==> config.mk <==
export PLATFORM = sky130hd
export DESIGN_NAME = xram_ctrl
export DESIGN_NICKNAME = d
export VERILOG_FILES = /design/src/rtl/xram_pkg.sv /design/src/rtl/xram_arb.sv /design/src/rtl/xram_ctrl.sv
export SDC_FILE = /design/constraint.sdc
export NUM_CORES = 1
export LEC_CHECK = 0
export CORE_ASPECT_RATIO = 1.2
export CORE_MARGIN = 3
export CORE_UTILIZATION = 48
export DETAILED_ROUTE_END_ITERATION = 6
export PLACE_DENSITY = 0.81
export SLEW_MARGIN = 15
export SYNTH_ARGS = -nofsm -noshare
export SYNTH_HDL_FRONTEND = slang
export SYNTH_SLANG_ARGS = --single-unit
==> constraint.sdc <==
create_clock -name clk -period 5.05 [get_ports clk]
set_clock_uncertainty 0.2 [all_clocks]
set_input_delay 1.515 -clock clk [delete_from_list [all_inputs] [get_ports clk]]
set_output_delay 1.515 -clock clk [all_outputs]
set_load 0.1 [all_outputs]
==> src/rtl/xram_pkg.sv <==
// xram_pkg: shared state encoding, port indices, request/bus record types and
// idle bus values for the external SRAM controller.
package xram_pkg;

  localparam logic PORT_A = 1'b0;
  localparam logic PORT_B = 1'b1;

  typedef logic [2:0] xram_state_t;
  localparam xram_state_t ST_IDLE = 3'd0;
  localparam xram_state_t ST_LAL  = 3'd1;
  localparam xram_state_t ST_LAH  = 3'd2;
  localparam xram_state_t ST_B0S  = 3'd3;
  localparam xram_state_t ST_B0P  = 3'd4;
  localparam xram_state_t ST_B1S  = 3'd5;
  localparam xram_state_t ST_B1P  = 3'd6;
  localparam xram_state_t ST_ACK  = 3'd7;

  localparam logic       IDLE_XLAL    = 1'b0;
  localparam logic       IDLE_XLAH    = 1'b0;
  localparam logic       IDLE_XBH     = 1'b0;
  localparam logic       IDLE_XOEB    = 1'b1;
  localparam logic       IDLE_XWEB    = 1'b1;
  localparam logic [7:0] IDLE_UIO_OUT = 8'h00;
  localparam logic [7:0] IDLE_UIO_OE  = 8'h00;

  typedef struct packed {
    logic        we;
    logic [14:0] addr;
    logic [15:0] wdata;
    logic [1:0]  be;
  } xram_req_t;

  typedef struct packed {
    logic       xlal;
    logic       xlah;
    logic       xbh;
    logic       xoeb;
    logic       xweb;
    logic [7:0] uio_out;
    logic [7:0] uio_oe;
  } xram_bus_t;

  localparam xram_bus_t BUS_IDLE = '{
    xlal: IDLE_XLAL, xlah: IDLE_XLAH, xbh: IDLE_XBH, xoeb: IDLE_XOEB,
    xweb: IDLE_XWEB, uio_out: IDLE_UIO_OUT, uio_oe: IDLE_UIO_OE
  };

  function automatic logic [7:0] pick_byte(input logic [15:0] word, input logic hi);
    return hi ? word[15:8] : word[7:0];
  endfunction

endpackage

==> src/rtl/xram_arb.sv <==
// xram_arb: two-way round-robin grant with a registered last-grant pointer.
module xram_arb
  import xram_pkg::*;
(
  input  logic       clk,
  input  logic       reset,
  input  logic [1:0] req,
  input  logic       en,
  output logic [1:0] gnt,
  output logic       last
);

  logic last_r;
  logic [1:0] gnt_s;

  // Lone requester wins; on a tie the port not served last wins
  always_comb begin
    gnt_s = 2'b00;
    if (en) begin
      case (req)
        2'b01:   gnt_s = 2'b01;
        2'b10:   gnt_s = 2'b10;
        2'b11:   gnt_s = (last_r == PORT_A) ? 2'b10 : 2'b01;
        default: gnt_s = 2'b00;
      endcase
    end else begin
      gnt_s = 2'b00;
    end
  end

  // Last-grant pointer, starts as if B had been served
  always_ff @(posedge clk or posedge reset) begin
    if (reset) begin
      last_r <= PORT_B;
    end else if (gnt_s[0]) begin
      last_r <= PORT_A;
    end else if (gnt_s[1]) begin
      last_r <= PORT_B;
    end
  end

  assign gnt  = gnt_s;
  assign last = last_r;

endmodule

==> src/rtl/xram_ctrl.sv <==
// xram_ctrl: arbitrates two word requesters onto an external byte-wide SRAM
// reached through a multiplexed address/data bus with two address latches.
module xram_ctrl
  import xram_pkg::*;
(
  input  logic        clk,
  input  logic        reset,
  input  logic        a_req,
  input  logic        a_we,
  input  logic [14:0] a_addr,
  input  logic [15:0] a_wdata,
  input  logic [1:0]  a_be,
  output logic [15:0] a_rdata,
  output logic        a_ack,
  input  logic        b_req,
  input  logic        b_we,
  input  logic [14:0] b_addr,
  input  logic [15:0] b_wdata,
  input  logic [1:0]  b_be,
  output logic [15:0] b_rdata,
  output logic        b_ack,
  output logic        xlal,
  output logic        xlah,
  output logic        xbh,
  output logic        xoeb,
  output logic        xweb,
  output logic [7:0]  uio_out,
  output logic [7:0]  uio_oe,
  input  logic [7:0]  uio_in
);

  xram_state_t state_r, state_nx_s, first_byte_s;
  xram_req_t   cap_r, win_s;
  xram_bus_t   bus_s, bus_r;
  logic [1:0]  pend_r, gnt_s;
  logic        port_s, arb_en_s, skip_lah_s, hi_byte_s;
  logic        hl_valid_r;
  logic [6:0]  hl_r;
  logic [7:0]  rlo_r;
  logic [15:0] a_rdata_r, b_rdata_r;
  logic        a_ack_r, b_ack_r, a_ack_s, b_ack_s;

  assign arb_en_s = (state_r == ST_IDLE) && (pend_r == 2'd0);

  xram_arb u_arb (
    .clk   (clk),
    .reset (reset),
    .req   ({b_req, a_req}),
    .en    (arb_en_s),
    .gnt   (gnt_s),
    .last  (port_s)
  );

  // Winner's request fields
  always_comb begin
    win_s = '0;
    if (gnt_s[1]) begin
      win_s = '{we: b_we, addr: b_addr, wdata: b_wdata, be: b_be};
    end else begin
      win_s = '{we: a_we, addr: a_addr, wdata: a_wdata, be: a_be};
    end
  end

  // Capture at the grant edge; pend_r counts idle dwell cycles before the
  // sequence starts (one more for an empty write so its ack comes one later)
  always_ff @(posedge clk or posedge reset) begin
    if (reset) begin
      cap_r  <= '0;
      pend_r <= 2'd0;
    end else if (gnt_s != 2'b00) begin
      cap_r  <= win_s;
      pend_r <= (win_s.we && (win_s.be == 2'b00)) ? 2'd2 : 2'd1;
    end else if (pend_r != 2'd0) begin
      pend_r <= pend_r - 2'd1;
    end
  end

  assign skip_lah_s   = hl_valid_r && (cap_r.addr[14:8] == hl_r);
  assign first_byte_s = (cap_r.we && !cap_r.be[0]) ? ST_B1S : ST_B0S;

  // Sequencer next state
  always_comb begin
    state_nx_s = ST_IDLE;
    case (state_r)
      ST_IDLE: begin
        if (pend_r == 2'd1) begin
          state_nx_s = (cap_r.we && (cap_r.be == 2'b00)) ? ST_ACK : ST_LAL;
        end else begin
          state_nx_s = ST_IDLE;
        end
      end
      ST_LAL:  state_nx_s = skip_lah_s ? first_byte_s : ST_LAH;
      ST_LAH:  state_nx_s = first_byte_s;
      ST_B0S:  state_nx_s = ST_B0P;
      ST_B0P:  state_nx_s = (cap_r.we && !cap_r.be[1]) ? ST_ACK : ST_B1S;
      ST_B1S:  state_nx_s = ST_B1P;
      ST_B1P:  state_nx_s = ST_ACK;
      ST_ACK:  state_nx_s = ST_IDLE;
      default: state_nx_s = ST_IDLE;
    endcase
  end

  assign hi_byte_s = (state_nx_s == ST_B1S) || (state_nx_s == ST_B1P);

  // Bus and ack values for the state being entered, so registers line up with it
  always_comb begin
    bus_s   = BUS_IDLE;
    a_ack_s = 1'b0;
    b_ack_s = 1'b0;
    case (state_nx_s)
      ST_LAL: begin
        bus_s.uio_oe  = 8'hFF;
        bus_s.uio_out = cap_r.addr[7:0];
        bus_s.xlal    = 1'b1;
      end
      ST_LAH: begin
        bus_s.uio_oe  = 8'hFF;
        bus_s.uio_out = {1'b0, cap_r.addr[14:8]};
        bus_s.xlah    = 1'b1;
      end
      ST_B0S, ST_B0P, ST_B1S, ST_B1P: begin
        bus_s.xbh = hi_byte_s;
        if (cap_r.we) begin
          bus_s.uio_oe  = 8'hFF;
          bus_s.uio_out = pick_byte(cap_r.wdata, hi_byte_s);
          bus_s.xweb    = !((state_nx_s == ST_B0P) || (state_nx_s == ST_B1P));
        end else begin
          bus_s.xoeb = 1'b0;
        end
      end
      ST_ACK: begin
        if (port_s == PORT_B) begin
          b_ack_s = 1'b1;
        end else begin
          a_ack_s = 1'b1;
        end
      end
      default: bus_s = BUS_IDLE;
    endcase
  end

  // State and registered outputs
  always_ff @(posedge clk or posedge reset) begin
    if (reset) begin
      state_r <= ST_IDLE;
      bus_r   <= BUS_IDLE;
      a_ack_r <= 1'b0;
      b_ack_r <= 1'b0;
    end else begin
      state_r <= state_nx_s;
      bus_r   <= bus_s;
      a_ack_r <= a_ack_s;
      b_ack_r <= b_ack_s;
    end
  end

  // Read bytes sampled at the end of each strobe phase; word lands with the ack
  always_ff @(posedge clk or posedge reset) begin
    if (reset) begin
      rlo_r     <= 8'h00;
      a_rdata_r <= 16'h0000;
      b_rdata_r <= 16'h0000;
    end else if (!cap_r.we) begin
      if (state_r == ST_B0P) begin
        rlo_r <= uio_in;
      end else if (state_r == ST_B1P) begin
        if (port_s == PORT_B) begin
          b_rdata_r <= {uio_in, rlo_r};
        end else begin
          a_rdata_r <= {uio_in, rlo_r};
        end
      end
    end
  end

  // Remember what the external high latch holds
  always_ff @(posedge clk or posedge reset) begin
    if (reset) begin
      hl_valid_r <= 1'b0;
      hl_r       <= 7'd0;
    end else if (state_r == ST_LAH) begin
      hl_valid_r <= 1'b1;
      hl_r       <= cap_r.addr[14:8];
    end
  end

  assign xlal    = bus_r.xlal;
  assign xlah    = bus_r.xlah;
  assign xbh     = bus_r.xbh;
  assign xoeb    = bus_r.xoeb;
  assign xweb    = bus_r.xweb;
  assign uio_out = bus_r.uio_out;
  assign uio_oe  = bus_r.uio_oe;
  assign a_ack   = a_ack_r;
  assign b_ack   = b_ack_r;
  assign a_rdata = a_rdata_r;
  assign b_rdata = b_rdata_r;

endmodule

Word level (Yosys, flattened, before mapping). Index checks and enable logic that the tools add are counted. W data, S select, Z words.

Bits in writable memories: 0. Output and inout bits: 55. Logic and storage cells: 92. Flip-flop bits (word level): 111. Memories kept: 0. Input bits: 80. Bits in latches: 0. ROM bits: 0.

Shift operators: 0. Magnitude comparators: 0. Divide/modulo/power cells: 0. Equal/unequal tests: 19. Bitwise operators: 3. Multiplexer cells: 26. Reduce and logical (&&, ||, !) cells: 22. $add $sub $neg: 1. Multipliers: 0.

Operator list (count): $pmux W16 S3 (1); $mux W34 (1); $eq A3 B3 Y1 const B (8); $pmux W3 S8 (1); $mux W17 (1); $mux W3 (5); $eq A3 B2 Y1 const B (4); $mux W2 (6); $mux W1 (9); $mux W8 (1); $reduce_and A4 Y1 (2); $eq A7 B7 Y1 (1); $eq A3 B1 Y1 const B (2); $logic_and A1 B1 Y1 (6); $logic_not A2 Y1 (3); $pmux W2 S3 (1); $reduce_bool A2 Y1 (3); $eq A2 B1 Y1 const B (2); $eq A2 B2 Y1 const B (2); $reduce_or A4 Y1 (1); $logic_not A1 Y1 (3); $logic_not A3 Y1 (1); $not A1 Y1 (3); $logic_or A1 B1 Y1 (2); 2 further kinds (2).

Logic depth before layout (Yosys ltp). Gate-level depths: netlist (run 1).

Depth in word-level cells: 10. Mapped depth: 9. Mapped depth without buffers: 8.

By module. Synthesis (run 1) repeated with hierarchy kept, for this count alone.

Cell total of the unflattened synthesis: 421. Area total of the unflattened synthesis: 4870.9 sq um.

Modules (own cells, without submodules): xram_ctrl (area each 4804.6 sq um, times used 1, cells an instance 412, seq. area each 2580.0 sq um); xram_arb (area each 66.3 sq um, times used 1, cells an instance 9, seq. area each 26.3 sq um).

Worst setup path after synthesis (run 1). OpenSTA, ideal clock, no wires.

Path type: reg2out. Start point: register uio_oe[6] (netlist name). End point: output port uio_oe[1]. Stages on the path, launching flop included: 2. Path slack: 1911 ps. Path buffers: 1. Required time: 3335 ps. Data arrival time: 1424 ps. Cells stage by stage: dfrtp_1 > buf_4.

RTL lines: end: declaration (RTL line xram_ctrl.sv:28) `output logic [7:0] uio_oe,`.

Worst setup path in the final report (run 1).
Start point: register bus_r, in the netlist xoeb. End point: output port xoeb.

RTL lines: start: declaration (RTL line xram_ctrl.sv:34) `xram_bus_t bus_s, bus_r;`; start signal: assignment (RTL line xram_ctrl.sv:151) `bus_r <= bus_s;`; end: declaration (RTL line xram_ctrl.sv:25) `output logic xoeb,`.

No word-level cell between the ends.

==> key figures, run 1 <==
Floorplan
  • Initial Util: 50.5%
  • Die Wd: 96.4 microns
  • Die ar.: 11000 sq um
  • Total core area: 9320 sq um
  • Die Height: 114 microns
  • Io pins: 135
  • Core Rows: 38

Setup path
  • Crit path buf inv count: 1
  • FF-to-FF path depth: 6
  • Crit Path Category: reg2out
  • CP Max Fanout: 1
  • CP Depth: 1
  • Crit path from: xoeb$_DFF_PP1_
  • R2R Path Start: state_r[0]$_DFF_PP0_
  • Worst Path Arrival: 2.03 ns
  • Crit end category: output port
  • Startpoint Class: register
  • Critical path's largest stage delay: 1.14 ns
  • Delay-heaviest family, CP: buffers and inverters
  • Crit-path slowest cell: clkdlybuf4s50_1
  • Cell chain of the critical path: clkdlybuf4s50_1
  • Worst Path Required: 3.34 ns

Flow run
  • Number of max-cap violations: 0

Yosys
  • Seq/Total Area, Yosys: 55.4%
  • Post-synth ARST share: 100%
  • Seq cells post-synth: 104
  • Cells after Synth: 383
  • Synthesized cell area: 4710 sq um
  • Main synth FF type: dfrtp_1
  • Mapped Nets: 465
  • Yosys warning total: 0
  • Post-synth EDFFs: 0
  • Synth cell types: 44
  • Syn_area_per_cell: 12.3 sq um

Drt
  • Detailed Routing Iterations Pass 1: 4
  • Wirelength per Cell: 15.9 microns
  • DR vias/cell: 5.26
  • Number of remaining DRC errors: 0
  • Wirelength, routed: 10000 microns
  • DR vias: 3311
  • Routed Antenna Nets: 0
  • Initial DRC Count: 153

CTS
  • Sinks on Clock Net: 104
  • Post-CTS Setup Repair Bufs: 0
  • Post-CTS sizing: 0
  • Hold-fix buffers at CTS: 0
  • Clk buf depth: 2
  • Clock root buffer: clkbuf_8
  • H-tree depth: 3
  • Cts bufs inserted: 9
  • Clk_lat worst skew: 0.37 ns
  • CTS tree: yes
  • Worst-path clk slew: 0.10 ns

Finish
  • Layout fillers: 735
  • Layout area overhead: 33.1%
  • N_diodes: 0
  • Share of cells above drive strength 1: 16.5%
  • Area of the multi-input gates: 1920 sq um
  • Seq. cell area: 2610 sq um
  • Final nets: 587

STA
  • Fin Setup TNS: 0 ns
  • Endpoints failing setup: 0
  • Endpoints failing hold: 0
  • Tmin final: 3.74 ns
  • Worst-margin pin slew: 1.01 ns
  • Final period util: 74.2%
  • Unrepaired setup endpoints after global routing: no
  • Peak Freq: 0.267 GHz
  • Slew HR: 32.2%
  • Final-report max-slew violation count: 0

Global routing
  • Total congestion overflow: 0
  • Largest net degree at the start of global routing: 82
  • Vias in the first global route: 3366
  • Antenna violations before repair: 0
  • Total track usage: 18.8%
  • First-pass GRT wire length: 16100 microns

Place
  • # port buffers: 134
  • Hpwl dp: 7430 microns
  • RePlAce Congestion: 0.772

Min path
  • Hold Startpoint: cap_r[15]$_DFFE_PP0P_
  • WHS Path Cells: 2
  • Worst min-delay path category: reg2reg

Outcome
  • Outcome: complete, no violations
## worst paths after layout
path | endpoint | slack (ns)
worst max register to register | uio_out[2]$_DFF_PP0_ | 2.06
worst min-delay path | cap_r[15]$_DFFE_PP0P_ | 0.29
min in group asynchronous | xlal$_DFF_PP0_ | 1.52
max in group asynchronous | cap_r[9]$_DFFE_PP0P_ | 2.33
worst max-delay path | xoeb | 1.31
worst min register to register | cap_r[15]$_DFFE_PP0P_ | 0.29
## sequential cells by signal (all words and copies together), names as in the netlist
| signal | count |
|---|---|
| a_ack | 1 |
| a_rdata | 16 |
| b_ack | 1 |
| b_rdata | 16 |
| cap_r | 34 |
| hl_r | 7 |
| hl_valid_r | 1 |
| pend_r | 2 |
| rlo_r | 8 |
| state_r | 3 |
| u_arb.last | 1 |
| uio_oe | 1 |
| uio_out | 8 |
| xbh | 1 |
| xlah | 1 |
| xlal | 1 |
| xoeb | 1 |
| xweb | 1 |
## cells in the mapped netlist, types with 4 or more instances
library cell  instances  area share (%)
buf_2                 6            0.64
mux2_2               47              11
buf_6                 4            0.96
mux2i_1              42             8.9
dfrtp_1             101              54
nand2_1              40             3.2
a22oi_1               8             1.3
inv_1                 6            0.48
nor2_1                8            0.64
buf_4                 9             1.4
o21ai_0              35             3.7
nand2b_1              4            0.53
o21ai_1               9            0.96
nand3_1               4            0.43
clkbuf_1              7            0.56
xnor2_1               8             1.5
## worst register-to-register path, delay by kind of cell (launching register included)
kind            cells  cell delay (ns)
compound gates      3             1.15
flops               1             0.71
simple gates        2             0.37
mux                 1             0.44
## placed cells by master, fill, tap and decap left out, types with 4 or more instances in the layout
cell type,instances
clkdlybuf4s50_1,134
a22oi_1,8
mux2_2,47
nand2_1,39
xnor2_1,8
inv_1,5
buf_4,4
o21ai_1,8
o21ai_0,35
nand3_1,4
clkbuf_8,9
mux2i_1,42
nor2_1,8
nand2b_1,4
dfrtp_1,101
## metrics by stage
stage | utilization (%) | setup WS (ns) | cell area, sq um | hold slack (ns) | instances
after floorplan | - | 0.608 | 4710 | 0.249 | 383
after global placement | 65.1 | 1.12 | 6070 | 0.261 | 614
after detailed placement | 65.1 | 1.01 | 6070 | 0.271 | 614
after CTS | 67.2 | 1.28 | 6260 | 0.293 | 630
after global routing | 67.2 | 1.16 | 6260 | 0.320 | 630
final | 67.2 | 1.31 | 6260 | 0.291 | 630
## final cells by class
cell class              count  share of cell area, %
flip-flops and latches    104                   41.6
multi-input cells         246                   30.6
repair buffers            138                   21.9
well taps                 120                   2.40
clock buffers              10                   2.04
clock inverters             6                   1.10
inverters                   6                  0.399
## metal layers
layer / global-route usage (%) / up-vias / wire [microns]
li1: - / 1592 / -
met1: 22.6 / 1575 / 4060
met2: 32.7 / 131 / 5010
met3: 4.27 / 13 / 734
met4: 6.74 / 0 / 194
met5: 0 / - / 0
## logic make-up (layout without fill, tap and decap cells)
logic type / count (synthesis) / count (layout) / share of synthesized area (%)
AOI/OAI and AO/OA: 68 / 68 / 8.93
xor gates and xnor gates: 8 / 8 / 1.49
adders and majority gates: 2 / 2 / 0.532
buffers and inverters: 33 / 160 / 4.23
DFF: 104 / 104 / 55.4
muxes: 89 / 89 / 20.2
and+or+nand+nor: 79 / 79 / 9.28
Power of run 1 is left out: the tool's default activity adds up to more than one toggle a clock period on the data nets, which glitch-free logic cannot reach.
==> run 2: changes to the inputs <==
- clock period: 5.05 -> 3.54 ns (I/O delays scaled with it)
==> key figures, run 2 (synthesized netlist as in run 1, its figures left out) <==
Min path
  • Hold Startpoint: cap_r[25]$_DFFE_PP0P_
  • WHS Path Cells: 2 (unchanged)
  • Hold endpoint: cap_r[25]$_DFFE_PP0P_
  • Worst min-delay path category: reg2reg

Global routing
  • Antenna violations before repair: 0 (unchanged)
  • Total track usage: 19.1% (+0.27 points)
  • M3 GR Usage: 5.59% (+1.3 points)
  • M1 GR Usage: 23.4% (+0.75 points)
  • Total congestion overflow: 0 (unchanged)
  • GR peak layer: met2
  • Vias in the first global route: 3395 (+0.86%)
  • First-pass GRT wire length: 16300 microns (+1.1%)
  • GR Util met2: 32.0% (-0.64 points)
  • Largest net degree at the start of global routing: 57 (-30%)

Setup path
  • Crit end category: register
  • Worst Path Arrival: 2.82 ns (+0.79 ns)
  • Crit Path Category: in2reg
  • Startpoint Class: input port
  • Worst Path Required: 3.55 ns (+0.21 ns)
  • R2R Setup Slk: 1.00 ns (-1.06 ns)
  • Crit path from: a_req
  • CP Max Fanout: 33 (+32)
  • Worst reg2reg path endpoint: uio_out[2]$_DFF_PP0_
  • R2R Path Start: state_r[2]$_DFF_PP0_
  • FF-to-FF path depth: 7 (+1)

Outcome
  • Outcome: complete, no violations

Floorplan
  • Core Rows: 38 (unchanged)
  • Die Wd: 96.4 microns (unchanged)
  • Total core area: 9320 sq um (unchanged)
  • Die Height: 114 microns (unchanged)
  • Die ar.: 11000 sq um (unchanged)
  • Initial Util: 50.5% (unchanged)
  • Io pins: 135 (unchanged)

Drt
  • Initial DRC Count: 156 (+2.0%)
  • Routed Antenna Nets: 0 (unchanged)
  • Wirelength per Cell: 15.7 microns (-0.92%)
  • Wirelength, routed: 9970 microns (-0.29%)
  • Detailed Routing Iterations Pass 1: 4 (unchanged)
  • Number of remaining DRC errors: 0 (unchanged)
  • DR vias: 3309 (-0.060%)
  • DR vias/cell: 5.22 (-0.69%)

STA
  • Setup ws final: 0.734 ns (-0.571 ns)
  • Final hold slack: 0.286 ns (-0.00517 ns)
  • Tmin final: 2.81 ns
  • Slew HR: 44.8% (+13 points)
  • Worst-margin pin slew: 0.827 ns (-0.186 ns)
  • Final period util: 79.3%
  • Final-report max-slew violation count: 0 (unchanged)
  • Peak Freq: 0.356 GHz
  • Endpoints failing setup: 0 (unchanged)
  • Fin Setup TNS: 0 ns (unchanged)
  • Endpoints failing hold: 0 (unchanged)
  • Unrepaired setup endpoints after global routing: no

CTS
  • Sinks on Clock Net: 104 (unchanged)
  • Clk buf depth: 2 (unchanged)
  • Clk_lat worst skew: 0.36 ns (about the same)
  • Hold-fix buffers at CTS: 0 (unchanged)
  • H-tree depth: 3 (unchanged)
  • Worst-path clk slew: 0.09 ns (about the same)
  • Cts bufs inserted: 9 (unchanged)
  • Clock root buffer: clkbuf_8
  • CTS tree: yes
  • Post-CTS sizing: 0 (unchanged)
  • Post-CTS Setup Repair Bufs: 0 (unchanged)

Place
  • Dpl cells: 619 (+0.81%)
  • RePlAce Congestion: 0.782 (+1.4%)
  • Hpwl dp: 7430 microns (about the same)
  • # port buffers: 134 (unchanged)
  • Pre-CTS setup slack: 0.385 ns (-0.621 ns)

Finish
  • Max FFs per register: 34 (unchanged)
  • Commonest non-fill, non-tap cell in the layout: dfrtp_1
  • Share of cells above drive strength 1: 27.6% (+11 points)
  • Post-Layout Cell Count: 634 (+0.63%)
  • N_diodes: 0 (unchanged)
  • Most frequent cells in the layout: dfrtp_1 (101), clkdlybuf4s50_1 (79), buf_4 (64), mux2_2 (47), mux2i_1 (42)
  • Final nets: 592 (+0.85%)
  • Layout area overhead: 31.8%
  • Largest reg by FF count: cap_r

Flow run
  • Number of max-cap violations: 0 (unchanged)
==> run 2: how the worst max path moves through the flow <==
stage	endpoint	slack [ns]	depth (start not counted)
2_1_floorplan	uio_oe[1]	0.85	1
3_3_place_gp	cap_r[6]$_DFFE_PP0P_	0.44	6
3_5_place_dp	cap_r[2]$_DFFE_PP0P_	0.38	6
4_1_cts	cap_r[10]$_DFFE_PP0P_	0.75	6
5_1_grt	cap_r[10]$_DFFE_PP0P_	0.61	6
6_report	cap_r[10]$_DFFE_PP0P_	0.73	6
==> run 2: stage by stage <==
stage | cell area [sq um] | utilization (%)
4_1_cts | 6200 | 66.6
3_5_place_dp | 5970 | 64.1
5_1_grt | 6200 | 66.6
2_1_floorplan | 4710 | -
3_3_place_gp | 5970 | 64.1
6_report | 6200 | 66.6
==> run 2: critical path, cell delays in order <==
cell and delay (ns):
clkdlybuf4s50_1 0.59, a21boi_0 0.19, nand2_2 0.11, buf_4 0.45, mux2i_1 0.28, o21ai_0 0.11
==> run 2: cell type report <==
type | count | area, sq um
repair buffers | 143 | 1270
flip-flops and latches | 104 | 2610
multi-input cells | 246 | 1920
inverters | 6 | 26.3
well taps | 120 | 150
fillers | 729 | 3110
clock buffers | 12 | 145
clock inverters | 3 | 90.1
==> run 2: routing by layer <==
layer  vias up  share of wire [%]  wire length, microns
li1       1594                  -                     -
met2       122                 49                  4920
met5         -                  0                     0
met4         0                2.0                   195
met1      1577                 42                  4150
met3        16                7.1                   708
Power of run 2 is left out for the same reason.
==> run 3: changes to the inputs <==
- CORE_UTILIZATION: 48 -> 43
- PLACE_DENSITY: 0.81 -> 0.76
- clock period: 3.54 -> 2.4 ns (I/O delays scaled with it)
==> key figures, run 3 (synthesized netlist as in run 1, its figures left out) <==
Outcome
  • Outcome: complete, no violations

Place
  • Hpwl dp: 7990 microns (+7.5%)
  • # port buffers: 134 (unchanged)
  • Dpl cells: 638 (+3.1%)
  • RePlAce Congestion: 0.778 (-0.49%)

Drt
  • DR vias/cell: 5.25 (+0.63%)
  • Initial DRC Count: 131 (-16%)
  • Number of remaining DRC errors: 0 (unchanged)
  • Detailed Routing Iterations Pass 1: 4 (unchanged)
  • Wirelength per Cell: 16.0 microns (+1.9%)
  • DR vias: 3435 (+3.8%)
  • Wirelength, routed: 10500 microns (+5.1%)
  • Routed Antenna Nets: 0 (unchanged)

Finish
  • Commonest non-fill, non-tap cell in the layout: dfrtp_1
  • Final nets: 602 (+1.7%)
  • Layout area overhead: 51.2%
  • Post-Layout Cell Count: 654 (+3.2%)
  • Largest reg by FF count: cap_r
  • Final Core Density: 67.0% (+0.44 points)
  • Max FFs per register: 34 (unchanged)
  • Most frequent cells in the layout: dfrtp_1 (100), clkdlybuf4s50_1 (79), buf_12 (59), mux2_2 (47), mux2i_1 (41)
  • Share of cells above drive strength 1: 30.3% (+2.7 points)
  • N_diodes: 0 (unchanged)

CTS
  • Hold-fix buffers at CTS: 0 (unchanged)
  • Clock root buffer: clkbuf_16
  • Clk_lat worst skew: 0.34 ns (-0.02 ns)
  • Sinks on Clock Net: 104 (unchanged)
  • Clk buf depth: 2 (unchanged)
  • Post-CTS Setup Repair Bufs: 0 (unchanged)
  • CTS tree: yes
  • Cts bufs inserted: 9 (unchanged)
  • H-tree depth: 3 (unchanged)
  • Worst-path clk slew: 0.07 ns (-0.02 ns)

STA
  • Final-report max-slew violation count: 0 (unchanged)
  • Endpoints failing hold: 0 (unchanged)
  • Final period util: 95.6%
  • Slew HR: 56.4% (+12 points)
  • Worst-margin pin slew: 0.651 ns (-0.177 ns)
  • Endpoints failing setup: 0 (unchanged)
  • Peak Freq: 0.436 GHz
  • Tmin final: 2.29 ns
  • Unrepaired setup endpoints after global routing: yes

Floorplan
  • Core Rows: 41 (+7.9%)
  • Total core area: 10600 sq um (+14%)
  • Io pins: 135 (unchanged)
  • Die ar.: 12200 sq um (+11%)
  • Die Height: 121 microns (+5.4%)
  • Initial Util: 44.3% (-6.2 points)
  • Die Wd: 102 microns (+5.3%)

Min path
  • Worst min-delay path category: reg2reg

Setup path
  • R2R Setup Slk: 0.11 ns (-0.89 ns)
  • Worst Path Required: 2.41 ns (-1.14 ns)
  • Cell chain of the critical path: buf_4 > and3_1 > a21oi_2 > o31ai_4 > a211oi_2 > buf_6 > mux2i_2 > buf_4 > o21ai_1
  • CP Max Fanout: 13 (-61%)
  • Worst Path Arrival: 2.31 ns (-0.51 ns)
  • Delay-heaviest family, CP: buffers and inverters
  • Critical path's largest stage delay: 0.41 ns (-0.18 ns)
  • Crit end category: register
  • Crit path buf inv count: 3 (+1)
  • Startpoint Class: register
  • Most Frequent Cell on Critical Path: buf_4
  • Crit Path Category: reg2reg
  • Crit-path slowest cell: dfrtp_1

Flow run
  • Number of max-cap violations: 0 (unchanged)

Global routing
  • First-pass GRT wire length: 17200 microns (+5.6%)
  • Total congestion overflow: 0 (unchanged)
  • Largest net degree at the start of global routing: 59 (+3.5%)
  • Total track usage: 17.9% (-1.2 points)
  • Antenna violations before repair: 0 (unchanged)
  • Vias in the first global route: 3533 (+4.1%)
==> run 3: changes by cell type in the layout (fill, tap and decap cells not counted), sizes merged <==
cell	previous run	this run
buf	64	74
bufinv	3	0
clkinv	0	2
clkinvlp	1	3
==> run 3: what timing repair did <==
action | 4_1_cts | 5_1_grt
resized for setup | 5 | 4
hold endpoints to repair | 0 | 0
pin swaps | 0 | 0
endpoints found under the setup margin | 3 | 8
==> run 3: cell type report <==
class	count	area [sq um]
clock inverters	4	28.8
well taps	129	161
multi-input cells	246	1950
flip-flops and latches	104	2610
fillers	780	3500
repair buffers	153	2090
inverters	6	26.3
clock buffers	12	256
==> run 3: metal layers <==
layer / track usage (%) / share of wire [%] / vias up
met5: 0 / 0 / -
li1: - / - / 1625
met4: 6.73 / 1.7 / 0
met1: 22.5 / 41 / 1665
met3: 3.52 / 6.3 / 12
met2: 30.2 / 51 / 133
==> run 3: final timing paths <==
path,from,endpoint,depth (start not counted)
setup / recovery,state_r[2]$_DFF_PP0_,uio_out[4]$_DFF_PP0_,9
hold / removal,cap_r[11]$_DFFE_PP0P_,cap_r[11]$_DFFE_PP0P_,2
setup reg to reg,state_r[2]$_DFF_PP0_,uio_out[4]$_DFF_PP0_,9
hold reg to reg,cap_r[11]$_DFFE_PP0P_,cap_r[11]$_DFFE_PP0P_,2
max in group asynchronous,reset,u_arb.last$_DFFE_PP1P_,3
min in group asynchronous,reset,uio_out[6]$_DFF_PP0_,3
==> run 3: through the flow <==
stage / hold WS, ns / setup slack, ns / TNS [ns] / area [sq um]
after global placement: 0.264 / -0.0822 / -0.680 / 6790
after detailed placement: 0.274 / -0.128 / -1.94 / 6790
after global routing: 0.323 / -0.0267 / -0.0267 / 7120
after floorplan: 0.249 / 0.0564 / 0 / 4710
after CTS: 0.289 / 0.0115 / 0 / 7100
final: 0.284 / 0.106 / 0 / 7120
==> run 3: tightest hold or removal path, delay by kind of cell, from the launching register on <==
kind,cells,cell delay (ns)
DFF,1,0.34
AOI/OAI and AO/OA,1,0.06
and+or+nand+nor,1,0.05
Power of run 3 is left out for the same reason.
